## src/rtl/avr_decode_stage.sv

```systemverilog
// Registered, handshaked AVR decode stage; folds two-word instructions into one packet.
// Optional macro AVR_DECODE_ILLEGAL_EN adds out_illegal for encodings outside the id table.
module avr_decode_stage #(
    parameter int PC_WIDTH  = 16,
    parameter int ID_WIDTH  = 8,
    parameter int ARG_WIDTH = 8
) (
    input  logic                 clk,
    input  logic                 reset,
    input  logic                 flush,
    input  logic                 in_valid,
    output logic                 in_ready,
    input  logic [15:0]          in_word,
    input  logic [PC_WIDTH-1:0]  in_pc,
    output logic                 out_valid,
    input  logic                 out_ready,
    output logic [ID_WIDTH-1:0]  out_id,
    output logic [ARG_WIDTH-1:0] out_arg1,
    output logic [ARG_WIDTH-1:0] out_arg2,
    output logic [15:0]          out_ext,
    output logic [PC_WIDTH-1:0]  out_pc
`ifdef AVR_DECODE_ILLEGAL_EN
    ,
    output logic                 out_illegal
`endif
);

    typedef enum logic {S_IDLE = 1'b0, S_WAIT2 = 1'b1} state_t;

    state_t                state_q, state_d;
    logic                  out_valid_q, out_valid_d;
    logic [ID_WIDTH-1:0]   out_id_q, out_id_d;
    logic [ARG_WIDTH-1:0]  out_arg1_q, out_arg1_d, out_arg2_q, out_arg2_d;
    logic [15:0]           out_ext_q, out_ext_d;
    logic [PC_WIDTH-1:0]   out_pc_q, out_pc_d;
    logic [15:0]           held_word_q, held_word_d;
    logic [PC_WIDTH-1:0]   held_pc_q, held_pc_d;
`ifdef AVR_DECODE_ILLEGAL_EN
    logic                  out_illegal_q, out_illegal_d;
    logic                  dec_ill;
`endif

    logic                  accept;
    logic [15:0]           dec_word;
    logic [7:0]            dec_id;
    logic [ARG_WIDTH-1:0]  dec_a1, dec_a2;
    logic                  dec_two;
    logic [ARG_WIDTH-1:0]  rd_arg, rr_arg, imm_d, imm_k, io_a, br_k, long_k, rel_lo, rel_hi, one_arg;

    assign in_ready = !flush && (!out_valid_q || out_ready);
    assign accept   = in_valid && in_ready;
    // In WAIT2 the opcode being completed is the held word, never the incoming operand.
    assign dec_word = (state_q == S_WAIT2) ? held_word_q : in_word;

    assign rd_arg  = ARG_WIDTH'(dec_word[8:4]);
    assign rr_arg  = ARG_WIDTH'({dec_word[9], dec_word[3:0]});
    assign imm_d   = ARG_WIDTH'({1'b1, dec_word[7:4]});
    assign imm_k   = ARG_WIDTH'({dec_word[11:8], dec_word[3:0]});
    assign io_a    = ARG_WIDTH'({dec_word[10:9], dec_word[3:0]});
    assign br_k    = {{(ARG_WIDTH-7){dec_word[9]}}, dec_word[9:3]};
    assign long_k  = ARG_WIDTH'({dec_word[8:4], dec_word[0]});
    assign rel_lo  = ARG_WIDTH'(dec_word[7:0]);
    assign rel_hi  = ARG_WIDTH'(dec_word[11:8]);
    assign one_arg = {{(ARG_WIDTH-1){1'b0}}, 1'b1};

    // Opcode decode: id, arguments and two-word flag for the current opcode word.
    always_comb begin
        dec_id  = 8'h00;
        dec_a1  = '0;
        dec_a2  = '0;
        dec_two = 1'b0;
`ifdef AVR_DECODE_ILLEGAL_EN
        dec_ill = 1'b0;
`endif
        casez (dec_word)
            16'b0000_0000_0000_0000: dec_id = 8'h00;
            16'b0001_11??_????_????: begin dec_id = 8'h01; dec_a1 = rd_arg; dec_a2 = rr_arg; end
            16'b0000_11??_????_????: begin dec_id = 8'h02; dec_a1 = rd_arg; dec_a2 = rr_arg; end
            16'b0010_00??_????_????: begin dec_id = 8'h03; dec_a1 = rd_arg; dec_a2 = rr_arg; end
            16'b1111_01??_????_?000: begin dec_id = 8'h04; dec_a1 = br_k; end
            16'b1111_00??_????_?000: begin dec_id = 8'h05; dec_a1 = br_k; end
            16'b1111_00??_????_?001: begin dec_id = 8'h06; dec_a1 = br_k; end
            16'b1111_01??_????_?001: begin dec_id = 8'h08; dec_a1 = br_k; end
            16'b1001_010?_????_111?: begin dec_id = 8'h09; dec_a1 = long_k; dec_two = 1'b1; end
            16'b1001_0100_1111_1000: dec_id = 8'h0A;
            16'b0001_01??_????_????: begin dec_id = 8'h0C; dec_a1 = rd_arg; dec_a2 = rr_arg; end
            16'b0011_????_????_????: begin dec_id = 8'h0D; dec_a1 = imm_d; dec_a2 = imm_k; end
            16'b0001_00??_????_????: begin dec_id = 8'h0E; dec_a1 = rd_arg; dec_a2 = rr_arg; end
            16'b1001_010?_????_1010: begin dec_id = 8'h0F; dec_a1 = rd_arg; dec_a2 = one_arg; end
            16'b0010_01??_????_????: begin dec_id = 8'h10; dec_a1 = rd_arg; dec_a2 = rr_arg; end
            16'b1011_0???_????_????: begin dec_id = 8'h11; dec_a1 = rd_arg; dec_a2 = io_a; end
            16'b1001_010?_????_0011: begin dec_id = 8'h12; dec_a1 = rd_arg; dec_a2 = one_arg; end
            16'b1001_010?_????_110?: begin dec_id = 8'h13; dec_a1 = long_k; dec_two = 1'b1; end
            16'b1110_????_????_????: begin dec_id = 8'h20; dec_a1 = imm_d; dec_a2 = imm_k; end
            16'b1001_000?_????_0000: begin dec_id = 8'h21; dec_a1 = rd_arg; dec_two = 1'b1; end
            16'b1001_010?_????_0110: begin dec_id = 8'h24; dec_a1 = rd_arg; end
            16'b0010_11??_????_????: begin dec_id = 8'h25; dec_a1 = rd_arg; dec_a2 = rr_arg; end
            16'b1001_11??_????_????: begin dec_id = 8'h26; dec_a1 = rd_arg; dec_a2 = rr_arg; end
            16'b0010_10??_????_????: begin dec_id = 8'h27; dec_a1 = rd_arg; dec_a2 = rr_arg; end
            16'b0110_????_????_????: begin dec_id = 8'h28; dec_a1 = imm_d; dec_a2 = imm_k; end
            16'b1011_1???_????_????: begin dec_id = 8'h29; dec_a1 = rd_arg; dec_a2 = io_a; end
            16'b1001_000?_????_1111: begin dec_id = 8'h2A; dec_a1 = rd_arg; dec_a2 = one_arg; end
            16'b1001_001?_????_1111: begin dec_id = 8'h2B; dec_a1 = rd_arg; dec_a2 = one_arg; end
            16'b1101_????_????_????: begin dec_id = 8'h2C; dec_a1 = rel_lo; dec_a2 = rel_hi; end
            16'b1001_0101_0000_1000: dec_id = 8'h2D;
            16'b1001_0101_0001_1000: dec_id = 8'h2E;
            16'b1100_????_????_????: begin dec_id = 8'h2F; dec_a1 = rel_lo; dec_a2 = rel_hi; end
            16'b1001_010?_????_0111: begin dec_id = 8'h31; dec_a1 = rd_arg; end
            16'b1001_0100_0111_1000: dec_id = 8'h32;
            16'b1001_001?_????_0000: begin dec_id = 8'h3F; dec_a1 = rd_arg; dec_two = 1'b1; end
            16'b0001_10??_????_????: begin dec_id = 8'h40; dec_a1 = rd_arg; dec_a2 = rr_arg; end
            16'b0101_????_????_????: begin dec_id = 8'h41; dec_a1 = imm_d; dec_a2 = imm_k; end
            default: begin
                dec_id = 8'h00;
`ifdef AVR_DECODE_ILLEGAL_EN
                dec_ill = 1'b1;
`endif
            end
        endcase
    end

    // Next-state: flush wins, then consumption, then word acceptance.
    always_comb begin
        state_d     = state_q;
        out_valid_d = out_valid_q;
        out_id_d    = out_id_q;
        out_arg1_d  = out_arg1_q;
        out_arg2_d  = out_arg2_q;
        out_ext_d   = out_ext_q;
        out_pc_d    = out_pc_q;
        held_word_d = held_word_q;
        held_pc_d   = held_pc_q;
`ifdef AVR_DECODE_ILLEGAL_EN
        out_illegal_d = out_illegal_q;
`endif
        if (flush) begin
            state_d     = S_IDLE;
            out_valid_d = 1'b0;
            out_id_d    = '0;
            out_arg1_d  = '0;
            out_arg2_d  = '0;
            out_ext_d   = 16'h0000;
            out_pc_d    = '0;
            held_word_d = 16'h0000;
            held_pc_d   = '0;
`ifdef AVR_DECODE_ILLEGAL_EN
            out_illegal_d = 1'b0;
`endif
        end else begin
            if (out_ready) begin
                out_valid_d = 1'b0;
            end else begin
                out_valid_d = out_valid_q;
            end
            if (accept) begin
                case (state_q)
                    S_IDLE: begin
                        if (dec_two) begin
                            held_word_d = in_word;
                            held_pc_d   = in_pc;
                            state_d     = S_WAIT2;
                        end else begin
                            out_valid_d = 1'b1;
                            out_id_d    = ID_WIDTH'(dec_id);
                            out_arg1_d  = dec_a1;
                            out_arg2_d  = dec_a2;
                            out_ext_d   = 16'h0000;
                            out_pc_d    = in_pc;
`ifdef AVR_DECODE_ILLEGAL_EN
                            out_illegal_d = dec_ill;
`endif
                        end
                    end
                    S_WAIT2: begin
                        out_valid_d = 1'b1;
                        out_id_d    = ID_WIDTH'(dec_id);
                        out_arg1_d  = dec_a1;
                        out_arg2_d  = dec_a2;
                        out_ext_d   = in_word;
                        out_pc_d    = held_pc_q;
                        state_d     = S_IDLE;
`ifdef AVR_DECODE_ILLEGAL_EN
                        out_illegal_d = 1'b0;
`endif
                    end
                    default: state_d = S_IDLE;
                endcase
            end else begin
                state_d = state_q;
            end
        end
    end

    // State and output registers.
    always_ff @(posedge clk) begin
        if (reset) begin
            state_q     <= S_IDLE;
            out_valid_q <= 1'b0;
            out_id_q    <= '0;
            out_arg1_q  <= '0;
            out_arg2_q  <= '0;
            out_ext_q   <= 16'h0000;
            out_pc_q    <= '0;
            held_word_q <= 16'h0000;
            held_pc_q   <= '0;
`ifdef AVR_DECODE_ILLEGAL_EN
            out_illegal_q <= 1'b0;
`endif
        end else begin
            state_q     <= state_d;
            out_valid_q <= out_valid_d;
            out_id_q    <= out_id_d;
            out_arg1_q  <= out_arg1_d;
            out_arg2_q  <= out_arg2_d;
            out_ext_q   <= out_ext_d;
            out_pc_q    <= out_pc_d;
            held_word_q <= held_word_d;
            held_pc_q   <= held_pc_d;
`ifdef AVR_DECODE_ILLEGAL_EN
            out_illegal_q <= out_illegal_d;
`endif
        end
    end

    assign out_valid = out_valid_q;
    assign out_id    = out_id_q;
    assign out_arg1  = out_arg1_q;
    assign out_arg2  = out_arg2_q;
    assign out_ext   = out_ext_q;
    assign out_pc    = out_pc_q;
`ifdef AVR_DECODE_ILLEGAL_EN
    assign out_illegal = out_illegal_q;
`endif

endmodule

```

## config.mk

```make
export PLATFORM = sky130hd
export DESIGN_NAME = avr_decode_stage
export DESIGN_NICKNAME = d
export VERILOG_FILES = /design/src/rtl/avr_decode_stage.sv
export SDC_FILE = /design/constraint.sdc
export NUM_CORES = 1
export LEC_CHECK = 0
export CORE_UTILIZATION = 30
export DETAILED_ROUTE_END_ITERATION = 16
export PLACE_DENSITY = 0.61
export SLEW_MARGIN = 20
export SYNTH_ARGS = -nofsm -noshare
export SYNTH_HDL_FRONTEND = slang
export SYNTH_SLANG_ARGS = --single-unit
```

## constraint.sdc

```tcl
create_clock -name clk -period 3.6 [get_ports clk]
set_input_delay 0.72 -clock clk [delete_from_list [all_inputs] [get_ports clk]]
set_output_delay 0.72 -clock clk [all_outputs]
set_load 0.03 [all_outputs]
```

## After elaboration in Yosys (flattened, before gate mapping)

Cells that the tools add are included.

| operators by class | value |
|---|---|
| reduce and logical (&&, ||, !) cells | 17 |
| bitwise operators | 1 |
| mux-type cells | 21 |
| eq/ne operators | 37 |

Operators by type and width:

| kind | count |
|---|---|
| $pmux W7 S36 | 1 |
| $eq A11 B11 Y1 const B | 8 |
| $pmux W8 S5 | 2 |
| $eq A16 B16 Y1 const B | 4 |
| $pmux W16 S2 | 2 |
| $mux W16 | 3 |
| $pmux W8 S2 | 3 |
| $eq A9 B9 Y1 const B | 4 |
| $eq A6 B3 Y1 const B | 4 |
| $eq A6 B4 Y1 const B | 4 |
| $mux W8 | 3 |
| $eq A10 B10 Y1 const B | 2 |
| $reduce_or A20 Y1 | 1 |
| $reduce_or A4 Y1 | 4 |
| $eq A4 B4 Y1 const B | 3 |
| $eq A5 B5 Y1 const B | 2 |
| $reduce_or A10 Y1 | 1 |
| $eq A4 B3 Y1 const B | 2 |
| $reduce_or A2 Y1 | 4 |
| $eq A6 B2 Y1 const B | 1 |
| $eq A6 B6 Y1 const B | 1 |
| $mux W1 | 5 |
| $eq A4 B2 Y1 const B | 1 |
| $pmux W1 S2 | 2 |
| 7 further kinds | 9 |

| word-level totals | value |
|---|---|
| output and inout port bits | 58 |
| bits in registers | 90 |
| input bits | 37 |
| word-level logic and storage cells | 85 |

## Depth between registers and ports, before layout

Gate-level depths: netlist (run 1).

| logic depth | value |
|---|---|
| depth in word-level cells | 7 |
| depth in mapped cells | 10 |
| gate-level depth less buffers | 6 |

## Worst setup path after synthesis (run 1)

Ideal clock, no wire load.

| path | value |
|---|---|
| path kind | input -> register |
| from | input in_word[14] |
| to | register out_pc_q[10], in the netlist out_pc[10] |
| path buffers | 3 |
| stages | 8 |
| data arrival time | 2905 ps |
| data required time | 3520 ps |
| setup slack | 615 ps |
| library setup time | 80 ps |
| cell sequence | buf_6 > or4b_4 > a222oi_1 > a22o_1 > a21oi_2 > buf_6 > buf_4 > a211oi_2 |

| between the ends | value |
|---|---|
| word-level cells in the longest chain between the ends | 6 |
| elaborated cells between the ends (all ways) | 9 |
| those cells by class | eq/ne: 5; mux: 2; reduce/logical: 2 |

RTL lines:

| what | RTL line | source |
|---|---|---|
| start: declaration | 13 | `input logic [15:0] in_word,` |
| $mux W16 * | 53 | `assign dec_word = (state_q == S_WAIT2) ? held_word_q : in_word;` |
| $eq A11 B11 Y1 / $eq A10 B10 Y1 (equally long branches) | 75 | `casez (dec_word)` |
| $reduce_or A4 Y1 (no source line) * | - |  |
| $mux W1 * | 75 |  |
| $ne A2 B2 Y1 (no source line) * | - |  |
| $reduce_and A2 Y1 (no source line) * | - |  |
| end signal: assignment | 216 | `out_pc_q <= out_pc_d;` |
| end: declaration | 35 | `logic [PC_WIDTH-1:0] out_pc_q, out_pc_d;` |

Every way passes the cells marked *; elsewhere a longest branch is shown, timed or not.
A chain may end at the register's enable or synchronous reset.

## Worst setup path in the final report (run 1)

| path | value |
|---|---|
| from | input in_word[14] |
| to | register out_arg2_q[5], in the netlist out_arg2[5] |

| between the ends | value |
|---|---|
| word-level cells in the longest chain between the ends | 6 |
| elaborated cells between the ends (all ways) | 39 |
| those cells by class | eq/ne: 27; mux: 5; reduce/logical: 7 |

RTL lines:

| what | RTL line | source |
|---|---|---|
| $mux W16 * | 53 |  |
| $eq A6 B3 Y1 (tied with other cells) | 75 |  |
| $reduce_or A10 Y1 (no source line) (tied with other cells) | - |  |
| $pmux W8 S5 / $mux W1 (equally long branches) | 75 |  |
| $mux W8 / $ne A2 B2 Y1 (equally long branches) | - |  |
| $pmux W8 S2 / $reduce_and A2 Y1 (equally long branches) | - |  |
| end signal: assignment | 214 | `out_arg2_q <= out_arg2_d;` |
| end: declaration | 33 | `logic [ARG_WIDTH-1:0] out_arg1_q, out_arg1_d, out_arg2_q, out_arg2_d;` |

Every way passes the cells marked *; elsewhere a longest branch is shown, timed or not. The select of a mux whose other input is x is not followed.

==> run summary, run 1 <==
The flow ran to the end, and the final reports show no timing, DRC or antenna violations. The leakage power of the design is 2.114 nW. The stage delay of the slowest cell on the critical path came out at 0.60 ns. Summed over all instances, the cell type with the most area after synthesis is dfxtp_1. The minimum period implied by the final worst setup slack came out at 3.129 ns. The vertical extent of the die is 127.4 um.

After clock tree synthesis, the clock-pin slew on the worst setup and hold paths is 0.07 ns. The ratio of final minimum period to clock period came out at 86.93%. The count of flip-flops with a built-in enable after synthesis is 0. The flop and latch count out of synthesis is 89.

The tree is rooted in a clkbuf_16. The warning count from the yosys run came out at 0. The maximum root-to-sink buffer count came out at 2. The reg2reg setup slack came out at 0.67 ns. The number of nets in the synthesized netlist came out at 586. Dividing the detail-routed wire length by the instance count gives 19.19 um. The global routing usage on met2 came out at 34.43%. The clock latency reported for the late side of the worst-skew pair is 0.36 ns. The commonest cells after synthesis are dfxtp_1 (89), nand2_1 (77), a21oi_1 (46), mux2i_1 (30), nor2_1 (30).

The H-tree depth came out at 3. Entering global routing, the biggest net connects 54 pins. The count of cell instances traversed by the critical path is 9.

The number of DRC violations after detailed routing came out at 0. Relative to the synthesized area, the layout overhead comes to 33.95%. 0 antenna diodes ended up in the layout.

The layout cell share with drive strength beyond 1 is 14.55%. The setup slack of the critical path after layout is 0.4705 ns. The number of nets in the layout came out at 685.

The average instance in the mapped netlist occupies 8.592 um^2. CTS saw 89 sinks. Along the worst hold path, the cell count comes to 2. The count of TritonRoute iterations in the first routing pass is 7. The critical path required time is 3.89 ns.

The detail-routed via count per cell came out at 5.422. The final non-filler cell total came out at 864. The path class of the tightest hold or removal check is reg -> reg.

By instance count, the cell type seen most on the critical path is a22o_1. For met3 alone, demand over resource in global routing was 4.606%. The detail route stage leaves a number of antenna-violating nets equal to 0. The hold-critical path endpoint is held_word_q[6].

For met1 alone, demand over resource in global routing was 26.57%. The flip-flop cell with the highest count after synthesis is dfxtp_1. The instance count of the mapped netlist came out at 549.

The via count is 4,685. The path depth of the worst reg2reg path is 6. The max-cap violation count is 0. The filler cells instantiated in the layout total 1,513. The number of global-route vias before repair came to 4,510. Post-CTS timing repair inserted 0 buffers for setup. The worst hold path begins at held_word_q[6]. The endpoint arrival time on the critical path is 3.42 ns.

The global routing usage summed across all routing layers is 20.77%. The number of buffers and inverters on the critical path is 3. After synthesis, the largest area contributor takes up 37.77% of total cell area. After global routing, the most crowded layer is met2.

Setup repair after global routing left no endpoint under its margin. The area of the die came out at 0.01623 mm^2. The number of antenna violations at the first check in global routing came to 0.

The cell family contributing the most delay on the critical path is buffers and inverters. Summed over all layers, the routed wires come to 16.58 mm. After routing, the total negative slack on setup checks comes to 0 ns.

The remaining global-route overflow is 0. The maximum fanout count along the critical path is 19. The cell total after placement came out at 848. Sequential elements use 37.77% of the synthesized area.

The worst register-to-register path ends at out_arg2[0]. The first global-routing pass estimated 25.67 mm of wire. The setup slack after placement came out at 0.1266 ns. At the pin with the least slew margin, the transition time is 0.7948 ns. The weighted congestion at the end of routability-driven global placement came out at 0.9524.

For this block, the initial DRC count from the detailed router was 343. After clock tree synthesis, the flow added hold-fix buffers numbering 0. dfxtp_1 is the most common cell in the netlist. In this run the tightest slew margin relative to its limit is 45.50%. Yosys attributes the largest share of cell area to dfxtp_1 (38%), mux2i_1 (6.4%), nand2_1 (6.1%). The number of resized instances in the post-cts repair step is 0. In this run the count of I/O pins placed on the die edge is 95. The total half-perimeter wirelength after legalization and detailed placement came out at 12.36 mm. TritonCTS built the clock tree.

The number of buffers added by the clock tree synthesis step came out at 9. The worst setup path is launched from an input pin. The number of distinct standard cells referenced by the synthesized netlist is 65. For this design the ratio of total power to cell area is 367.0 mW/mm^2. The post-synthesis instance area came out at 0.004717 mm^2. The type of destination of the critical path is a flip-flop. The proportion of register bits with asynchronous set or reset after synthesis is 0%.

The maximum operating frequency came out at 0.3195 GHz. Setup violations remaining at the end of the flow were counted as 0. The startpoint identified for the worst register-to-register timing path is state_q. The worst-case vdd ir drop is 0.0002336 V. The total count of hold-check failures in the final report is 0. By startpoint and endpoint, the worst setup path is classified as in -> reg. Input and output buffers added on the ports amount to 93. The core area is 0.01526 mm^2. The maximum clock skew at final layout is 0.01167 ns. The max-slew violation total from the final report is 0. Traced cell by cell, the critical path runs through clkdlybuf4s50_1 -> or4b_4 -> a222oi_1 -> buf_4 -> a22o_1 -> a21oi_4 -> nor2_2 -> buf_12 -> a22o_1. The slowest stage of the critical path belongs to the cell or4b_4.

From left edge to right edge, the die measures 127.4 um. Once the floorplan was initialized, standard cells occupied 30.91% of the core. The placement row count came out at 45.
metrics by stage:
step | cell area (um^2) | utilization [%] | power, W | hold slack, ns
2_1_floorplan | 4717 | - | 0.001218 | 0.4315
3_3_place_gp | 6015 | 39.42 | 0.001377 | 0.4376
3_5_place_dp | 6015 | 39.42 | 0.001378 | 0.4471
4_1_cts | 6319 | 41.41 | 0.002342 | 0.4572
5_1_grt | 6319 | 41.41 | 0.002403 | 0.4770
6_report | 6319 | 41.41 | 0.002319 | 0.4548
registers in the layout (all words and copies together) (netlist names):
name         count
out_arg2         8
out_valid        1
held_word_q     16
out_ext         16
out_id           7
state_q          1
held_pc_q       16
out_arg1         8
out_pc          16
report_power, final:
part	leakage [nW]	switching (W)	internal, W
clock	0.150	0.000466	0.000496
combinational	1.24	0.000206	0.000143
sequential	0.720	0.0000122	0.000996
total	2.11	0.000684	0.00163
kinds of logic after synthesis:
logic type	synth area share [%]
XOR/XNOR	0.3714
other	0.07950
multiplexers	8.276
flip-flops	37.77
AO/OA/AOI/OAI	26.84
buffers and inverters	5.305
AND/OR/NAND/NOR	21.35
how the worst max path moves through the flow:
stage | from | endpoint
2_1_floorplan | in_word[14] | out_pc[10]
3_3_place_gp | in_word[14] | out_ext[14]
3_5_place_dp | in_word[14] | out_arg2[5]
4_1_cts | in_word[14] | out_arg2[5]
5_1_grt | in_word[14] | out_arg1[1]
6_report | in_word[14] | out_arg2[5]
layout make-up:
class                           instances  area [um^2]  area share [%]
Multi-Input combinational cell        410         2698           42.69
Tap cell                              211        264.0           4.178
Sequential cell                        89         1785           28.26
Inverter                                7        26.28          0.4158
Timing Repair Buffer                  131         1241           19.64
Clock buffer                            9        225.2           3.564
Clock inverter                          7        78.83           1.248
layout by cell type, fill, tap and decap left out, types with 5 or more instances in the layout:
master / count
clkdlybuf4s50_1: 93
dfxtp_1: 88
nand2_1: 77
a21oi_1: 46
buf_4: 36
nor2_1: 30
mux2i_1: 30
o21ai_0: 29
a22o_1: 20
nand3_1: 17
a211oi_2: 14
nand3b_1: 10
a211oi_1: 9
clkbuf_16: 9
mux2_2: 8
a31oi_1: 8
o22ai_1: 8
inv_1: 7
and3_1: 6
a22oi_1: 5
a32oi_1: 5
tightest hold or removal path, stage by stage (launching register included):
cell     delay [ns]
dfxtp_1        0.31
nand2_1        0.05
a21oi_1        0.05
layer usage:
metal	wire [um]	up-vias
met4	354	0
met2	7971	163
li1	-	2242
met3	1034	25
met5	0	-
met1	7219	2255
Power figures use the tool's default switching activity.
==> run 2: changes to the inputs <==
Settings changed: GPL_TIMING_DRIVEN from default to 0.
==> run summary, run 2 (synthesis results as in run 1) <==
The weighted congestion at the end of routability-driven global placement is 0.9369 (was 0.9524). The count of fill cells added during filler insertion is 1,526 (was 1,513). The max-slew violation total from the final report came out at 0 (unchanged).

The ratio of final minimum period to clock period came to 95.98% (was 86.93%). The leakage power of the design was 2.050 nW (was 2.114 nW). The endpoint arrival time on the critical path came to 3.75 ns (was 3.42 ns). The antenna diode count is 0 (unchanged).

The max-cap violation count is 0 (unchanged). The area used by multi-input combinational logic came out at 0.002703 mm^2 (was 0.002698 mm^2). The number of antenna violations at the first check in global routing came out at 0 (unchanged). The clock tree root buffer cell is clkbuf_16 (unchanged). The area used by sequential logic in the layout was 0.001782 mm^2 (was 0.001785 mm^2). The minimum period implied by the final worst setup slack came to 3.455 ns (was 3.129 ns). The number of global-route vias before repair is 4,689 (was 4,510). The relative max-transition margin came out at 27.71% (was 45.50%). The number of ports placed on the die boundary came to 95 (unchanged). The first-pass GRT wire length came out at 27.10 mm (was 25.67 mm).

The maximum root-to-sink buffer count came to 2 (unchanged). The number of buffers added by the clock tree synthesis step came out at 9 (unchanged). The final hold slack is 0.4536 ns (was 0.4548 ns). The number of nets in the layout is 689 (was 685).

Most frequent cells in the layout: dfxtp_1 (89), clkdlybuf4s50_1 (88), nand2_1 (77), a21oi_1 (46), nor2_1 (30) (was clkdlybuf4s50_1 (93), dfxtp_1 (88), nand2_1 (77), a21oi_1 (46), buf_4 (36)). The vertical extent of the die is 127.4 um (unchanged). The most common cell after layout, fill and taps aside was dfxtp_1 (was clkdlybuf4s50_1). The area of the die is 0.01623 mm^2 (unchanged). The cell with the biggest individual delay on the critical path was clkdlybuf4s50_1 (was or4b_4). The TritonCTS clock tree was yes (unchanged). The worst-margin pin slew came to 1.076 ns (was 0.7948 ns). The initial core utilization is 30.91% (unchanged).

The startpoint class of the critical path is an input pin (unchanged). The worst-case vdd ir drop came to 0.0002313 V (was 0.0002336 V). The class of the most critical hold timing path was reg -> reg (unchanged). The largest net degree at the start of global routing is 18 (was 54).

The layout cell share with drive strength beyond 1 is 12.18% (was 14.55%). The total negative slack for setup checks came to 0 ns (unchanged). The stage delay of the slowest cell on the critical path came out at 0.65 ns (was 0.60 ns). The remaining global-route overflow is 0 (unchanged). The number of hold buffers added after cts is 0 (unchanged). The cell total after placement came out at 849 (was 848). Status: completed (unchanged). The post-detailed-route wirelength per cell was 20.23 um (was 19.19 um). The via count is 4,868 (was 4,685). The worst path buffer plus inverter count is 4 (was 3). The type of destination of the critical path is a flip-flop (unchanged).

The total count of hold-check failures in the final report came out at 0 (unchanged). RSZ-0062 raised after global routing: no (unchanged). The clock-pin slew on the worst setup and hold paths came out at 0.07 ns (about the same). The routed wire length is 17.56 mm (was 16.58 mm). The H-tree depth is 3 (unchanged). The number of clock sinks is 89 (unchanged). The total power after layout was 0.002347 W (was 0.002319 W).

Cell breakdown of the critical path: clkdlybuf4s50_1 -> or3b_1 -> a222oi_1 -> buf_4 -> buf_2 -> a22o_1 -> a21oi_2 -> nor2_2 -> buf_2 -> a22o_1 (was clkdlybuf4s50_1 -> or4b_4 -> a222oi_1 -> buf_4 -> a22o_1 -> a21oi_4 -> nor2_2 -> buf_12 -> a22o_1). The global routing usage summed across all routing layers came to 22.15% (was 20.77%). The count of TritonRoute iterations in the first routing pass came to 5 (was 7).

The number of I/O port buffers is 88 (was 93). The final core utilization is 40.75% (was 41.41%). The critical path required time is 3.89 ns (about the same). The final non-filler cell total came out at 868 (was 864).

The violation count after the first detailed-routing iteration is 385 (was 343). The total power per unit cell area is 377.4 mW/mm^2 (was 367.0 mW/mm^2). The core area is 0.01526 mm^2 (unchanged). The maximum operating frequency was 0.2894 GHz (was 0.3195 GHz).

The cell family contributing the most delay on the critical path is buffers and inverters (unchanged). The maximum clock skew at final layout came out at 0.009188 ns (was 0.01167 ns). The horizontal die dimension came out at 127.4 um (unchanged). The number of DRC violations after detailed routing came out at 0 (unchanged). The placement row count is 45 (unchanged). The maximum fanout count along the critical path is 10 (was 19). The detail-routed via count per cell came out at 5.608 (was 5.422). The area growth from synthesis to final layout is 31.80% (was 33.95%). The clock latency reported for the late side of the worst-skew pair came out at 0.36 ns (about the same). The total half-perimeter wirelength after legalization and detailed placement came out at 13.42 mm (was 12.36 mm). The remaining number of nets flagged by the antenna check after routing is 0 (unchanged). The count of endpoints failing setup in the final report is 0 (unchanged). The critical path class is in -> reg (unchanged).
-- run 2: cell count changes in the layout (fill, tap and decap cells not counted), sizes merged --
cell,delta
bufinv,+1
clkbuf,+25
clkinvlp,+2
inv,-1
buf,-16
clkinv,-2
clkdlybuf4s50,-5
-- run 2: worst register-to-register path, stage by stage, from the launching register on --
cell	delay (ns)
dfxtp_1	0.55
buf_4	0.28
buf_2	0.26
buf_2	0.36
mux2i_4	0.43
nor2_1	0.09
o21ai_1	0.33
nand4_1	0.36
o21ai_1	0.45
o221ai_1	0.16
-- run 2: per-layer routing --
layer / vias to the layer above / part of all wire (%) / track usage [%]
met5: - / 0 / 0
met4: 0 / 2.4 / 8.613
met3: 31 / 6.1 / 3.894
met2: 189 / 47 / 36.71
met1: 2384 / 44 / 28.56
li1: 2264 / - / -
-- run 2: stage by stage --
step	setup WS (ns)	instance area, um^2
finish	0.1448	6217
global route	0.01306	6217
CTS	0.1036	6205
floorplan	0.6151	4717
global placement	-0.8416	5862
detailed placement	-0.5971	5867
-- run 2: timing repair --
action | CTS | global route
endpoints found under the setup margin | 24 | 5
gates resized for setup | 2 | 2
buffers inserted | 3 | 0
pin swaps | 2 | 1
-- run 2: where the power goes --
group	internal [W]	switching [W]
logic	0.000127	0.000215
registers	0.000996	0.00000778
clock network	0.000552	0.000449
-- run 2: layout make-up --
type | instances | share of cell area, %
clock buffer | 9 | 3.622
tap | 211 | 4.246
clock inverter | 7 | 1.368
sequential | 89 | 28.66
multi-input combinational | 410 | 43.47
timing repair buffer | 92 | 14.61
buffer | 43 | 3.602
inverter | 7 | 0.4226
-- run 2: final timing paths --
kind	from	endpoint	cells after the start	slack, ns
max	in_word[12]	out_ext[15]	10	0.14
max reg2reg	state_q	out_arg1[0]	9	0.19
min	held_pc_q[0]	held_pc_q[0]	2	0.45
min reg2reg	held_pc_q[0]	held_pc_q[0]	2	0.45
==> run 3: changes to the inputs <==
Settings changed: CELL_PAD_IN_SITES_DETAIL_PLACEMENT from default to 1, CELL_PAD_IN_SITES_GLOBAL_PLACEMENT from default to 2, PLACE_DENSITY 0.61 to 0.89.
==> run summary, run 3 (synthesis results as in run 1) <==
The max-cap violation count came out at 0 (unchanged). The most common cell after layout, fill and taps aside is dfxtp_1 (unchanged). The violation count after the first detailed-routing iteration is 369 (was 385).

The max-slew violation total from the final report was 0 (unchanged). The maximum clock skew at final layout is 0.008990 ns (was 0.009188 ns). The remaining global-route overflow came to 0 (unchanged). The cell total after placement came to 849 (unchanged).

The number of global-route vias before repair is 5,082 (was 4,689). The number of ports placed on the die boundary is 95 (unchanged). The cell with the biggest individual delay on the critical path is a2111oi_0 (was clkdlybuf4s50_1).

Counting stages on the worst path, the most repeated cell is buf_2. The class of the most critical hold timing path is reg -> reg (unchanged). The vertical extent of the die came to 127.4 um (unchanged). The number of I/O port buffers came out at 88 (unchanged).

The reg2reg setup slack came out at 0.11 ns (was 0.19 ns). The worst path buffer plus inverter count came to 4 (unchanged). The worst-margin pin slew is 0.9746 ns (was 1.076 ns). The weighted congestion at the end of routability-driven global placement is 0.9076 (was 0.9369). The total count of hold-check failures in the final report is 0 (unchanged). The worst-case vdd ir drop was 0.0002248 V (was 0.0002313 V). The largest net degree at the start of global routing came out at 17 (was 18).

The H-tree depth was 3 (unchanged). The count of endpoints failing setup in the final report is 0 (unchanged). The setup slack of the critical path after layout is 0.1126 ns (was 0.1448 ns). The ratio of final minimum period to clock period came to 96.87% (was 95.98%). The area of the die came out at 0.01623 mm^2 (unchanged). The routed wire length came out at 18.67 mm (was 17.56 mm). The area used by sequential logic in the layout was 0.001782 mm^2 (unchanged). The total power after layout is 0.002266 W (was 0.002347 W). Status: completed (unchanged). The clock latency reported for the late side of the worst-skew pair was 0.36 ns (about the same). The setup slack after placement was -0.6546 ns (was -0.5971 ns). The endpoint arrival time on the critical path is 3.71 ns (was 3.75 ns). The first-pass GRT wire length is 29.30 mm (was 27.10 mm). The cell family contributing the most delay on the critical path is buffers and inverters (unchanged). The leakage power of the design is 2.036 nW (was 2.050 nW). The number of DRC violations after detailed routing came out at 0 (unchanged).

The horizontal die dimension came out at 127.4 um (unchanged). The count of fill cells added during filler insertion is 1,818 (was 1,526). The number of antenna violations at the first check in global routing is 0 (unchanged). The critical path class is reg -> reg (was in -> reg). The placement row count is 45 (unchanged). The maximum fanout count along the critical path is 10 (unchanged). The maximum root-to-sink buffer count is 2 (unchanged). The type of destination of the critical path is a flip-flop (unchanged). The total half-perimeter wirelength after legalization and detailed placement is 14.30 mm (was 13.42 mm).

The area growth from synthesis to final layout is 31.59% (was 31.80%). The area used by multi-input combinational logic came to 0.002710 mm^2 (was 0.002703 mm^2). The initial core utilization came out at 30.91% (unchanged). The layout cell share with drive strength beyond 1 came out at 12.31% (was 12.18%). The count of TritonRoute iterations in the first routing pass is 4 (was 5). The via count came out at 4,900 (was 4,868). Cell breakdown of the critical path: buf_4 -> buf_2 -> buf_2 -> buf_2 -> mux2i_1 -> nor4_2 -> a2111oi_0 -> a31oi_1 (was clkdlybuf4s50_1 -> or3b_1 -> a222oi_1 -> buf_4 -> buf_2 -> a22o_1 -> a21oi_2 -> nor2_2 -> buf_2 -> a22o_1).

The remaining number of nets flagged by the antenna check after routing was 0 (unchanged). The antenna diode count is 0 (unchanged). The global routing usage summed across all routing layers is 23.94% (was 22.15%).

The number of buffers added by the clock tree synthesis step is 9 (unchanged). The startpoint class of the critical path was a flip-flop (was input pin). The TritonCTS clock tree is yes (unchanged). Most frequent cells in the layout: dfxtp_1 (89), clkdlybuf4s50_1 (88), nand2_1 (77), a21oi_1 (46), nor2_1 (30) (unchanged).

The clock-pin slew on the worst setup and hold paths was 0.07 ns (about the same). The detail-routed via count per cell is 5.639 (was 5.608). The total negative slack for setup checks is 0 ns (unchanged). The final core utilization is 40.68% (was 40.75%). The final non-filler cell total was 869 (was 868). The post-detailed-route wirelength per cell came out at 21.48 um (was 20.23 um). The minimum period implied by the final worst setup slack came out at 3.487 ns (was 3.455 ns).

The critical path required time came out at 3.83 ns (was 3.89 ns). RSZ-0062 raised after global routing: no (unchanged). The total power per unit cell area is 365.1 mW/mm^2 (was 377.4 mW/mm^2). The core area is 0.01526 mm^2 (unchanged). The relative max-transition margin came out at 33.17% (was 27.71%). The maximum operating frequency came out at 0.2868 GHz (was 0.2894 GHz). The number of nets in the layout came out at 690 (was 689).

The clock tree root buffer cell is clkbuf_16 (unchanged). The stage delay of the slowest cell on the critical path is 0.74 ns (was 0.65 ns). The number of clock sinks came out at 89 (unchanged).
[run 3: what timing repair did]
item	CTS	global route
gates resized for setup	2	4
setup buffers	4	0
endpoints found under the setup margin	61	6
hold buffers	0	0
pin swaps	2	0
[run 3: layer usage]
layer | vias to the layer above | track usage [%] | wire, um
met1 | 2428 | 30.81 | 8237
met2 | 170 | 39.54 | 8894
li1 | 2264 | - | -
met5 | - | 0 | 0
met3 | 38 | 4.397 | 1035
met4 | 0 | 9.454 | 499
[run 3: cell type report]
| class | instances | area share [%] |
|---|---|---|
| timing repair buffer | 93 | 14.76 |
| sequential | 89 | 28.70 |
| clock buffer | 10 | 3.689 |
| inverter | 7 | 0.4233 |
| buffer | 43 | 3.608 |
| tap | 211 | 4.253 |
| multi-input combinational | 410 | 43.66 |
| clock inverter | 6 | 0.9071 |
[run 3: tightest hold or removal path: stages (launching register included)]
cell,delay [ns]
dfxtp_1,0.31
nand2_1,0.05
a21oi_1,0.05
[run 3: worst paths after layout]
kind	cells past startpoint	from	end
min	2	held_pc_q[2]	held_pc_q[2]
max reg2reg	8	state_q	out_id[3]
min reg2reg	2	held_pc_q[2]	held_pc_q[2]
max	8	state_q	out_id[3]
[run 3: power by group]
group          total, W  leakage, nW  switching (W)  internal, W
sequential      0.00100        0.719     0.00000807     0.000997
clock          0.000916        0.128       0.000440     0.000476
combinational  0.000345         1.19       0.000217     0.000128
[run 3: stage by stage]
stage          hold slack [ns]  instance area (um^2)
4_1_cts                 0.4565                  6191
5_1_grt                 0.4752                  6207
2_1_floorplan           0.4315                  4717
3_5_place_dp            0.4464                  5867
3_3_place_gp            0.4379                  5862
6_report                0.4559                  6207
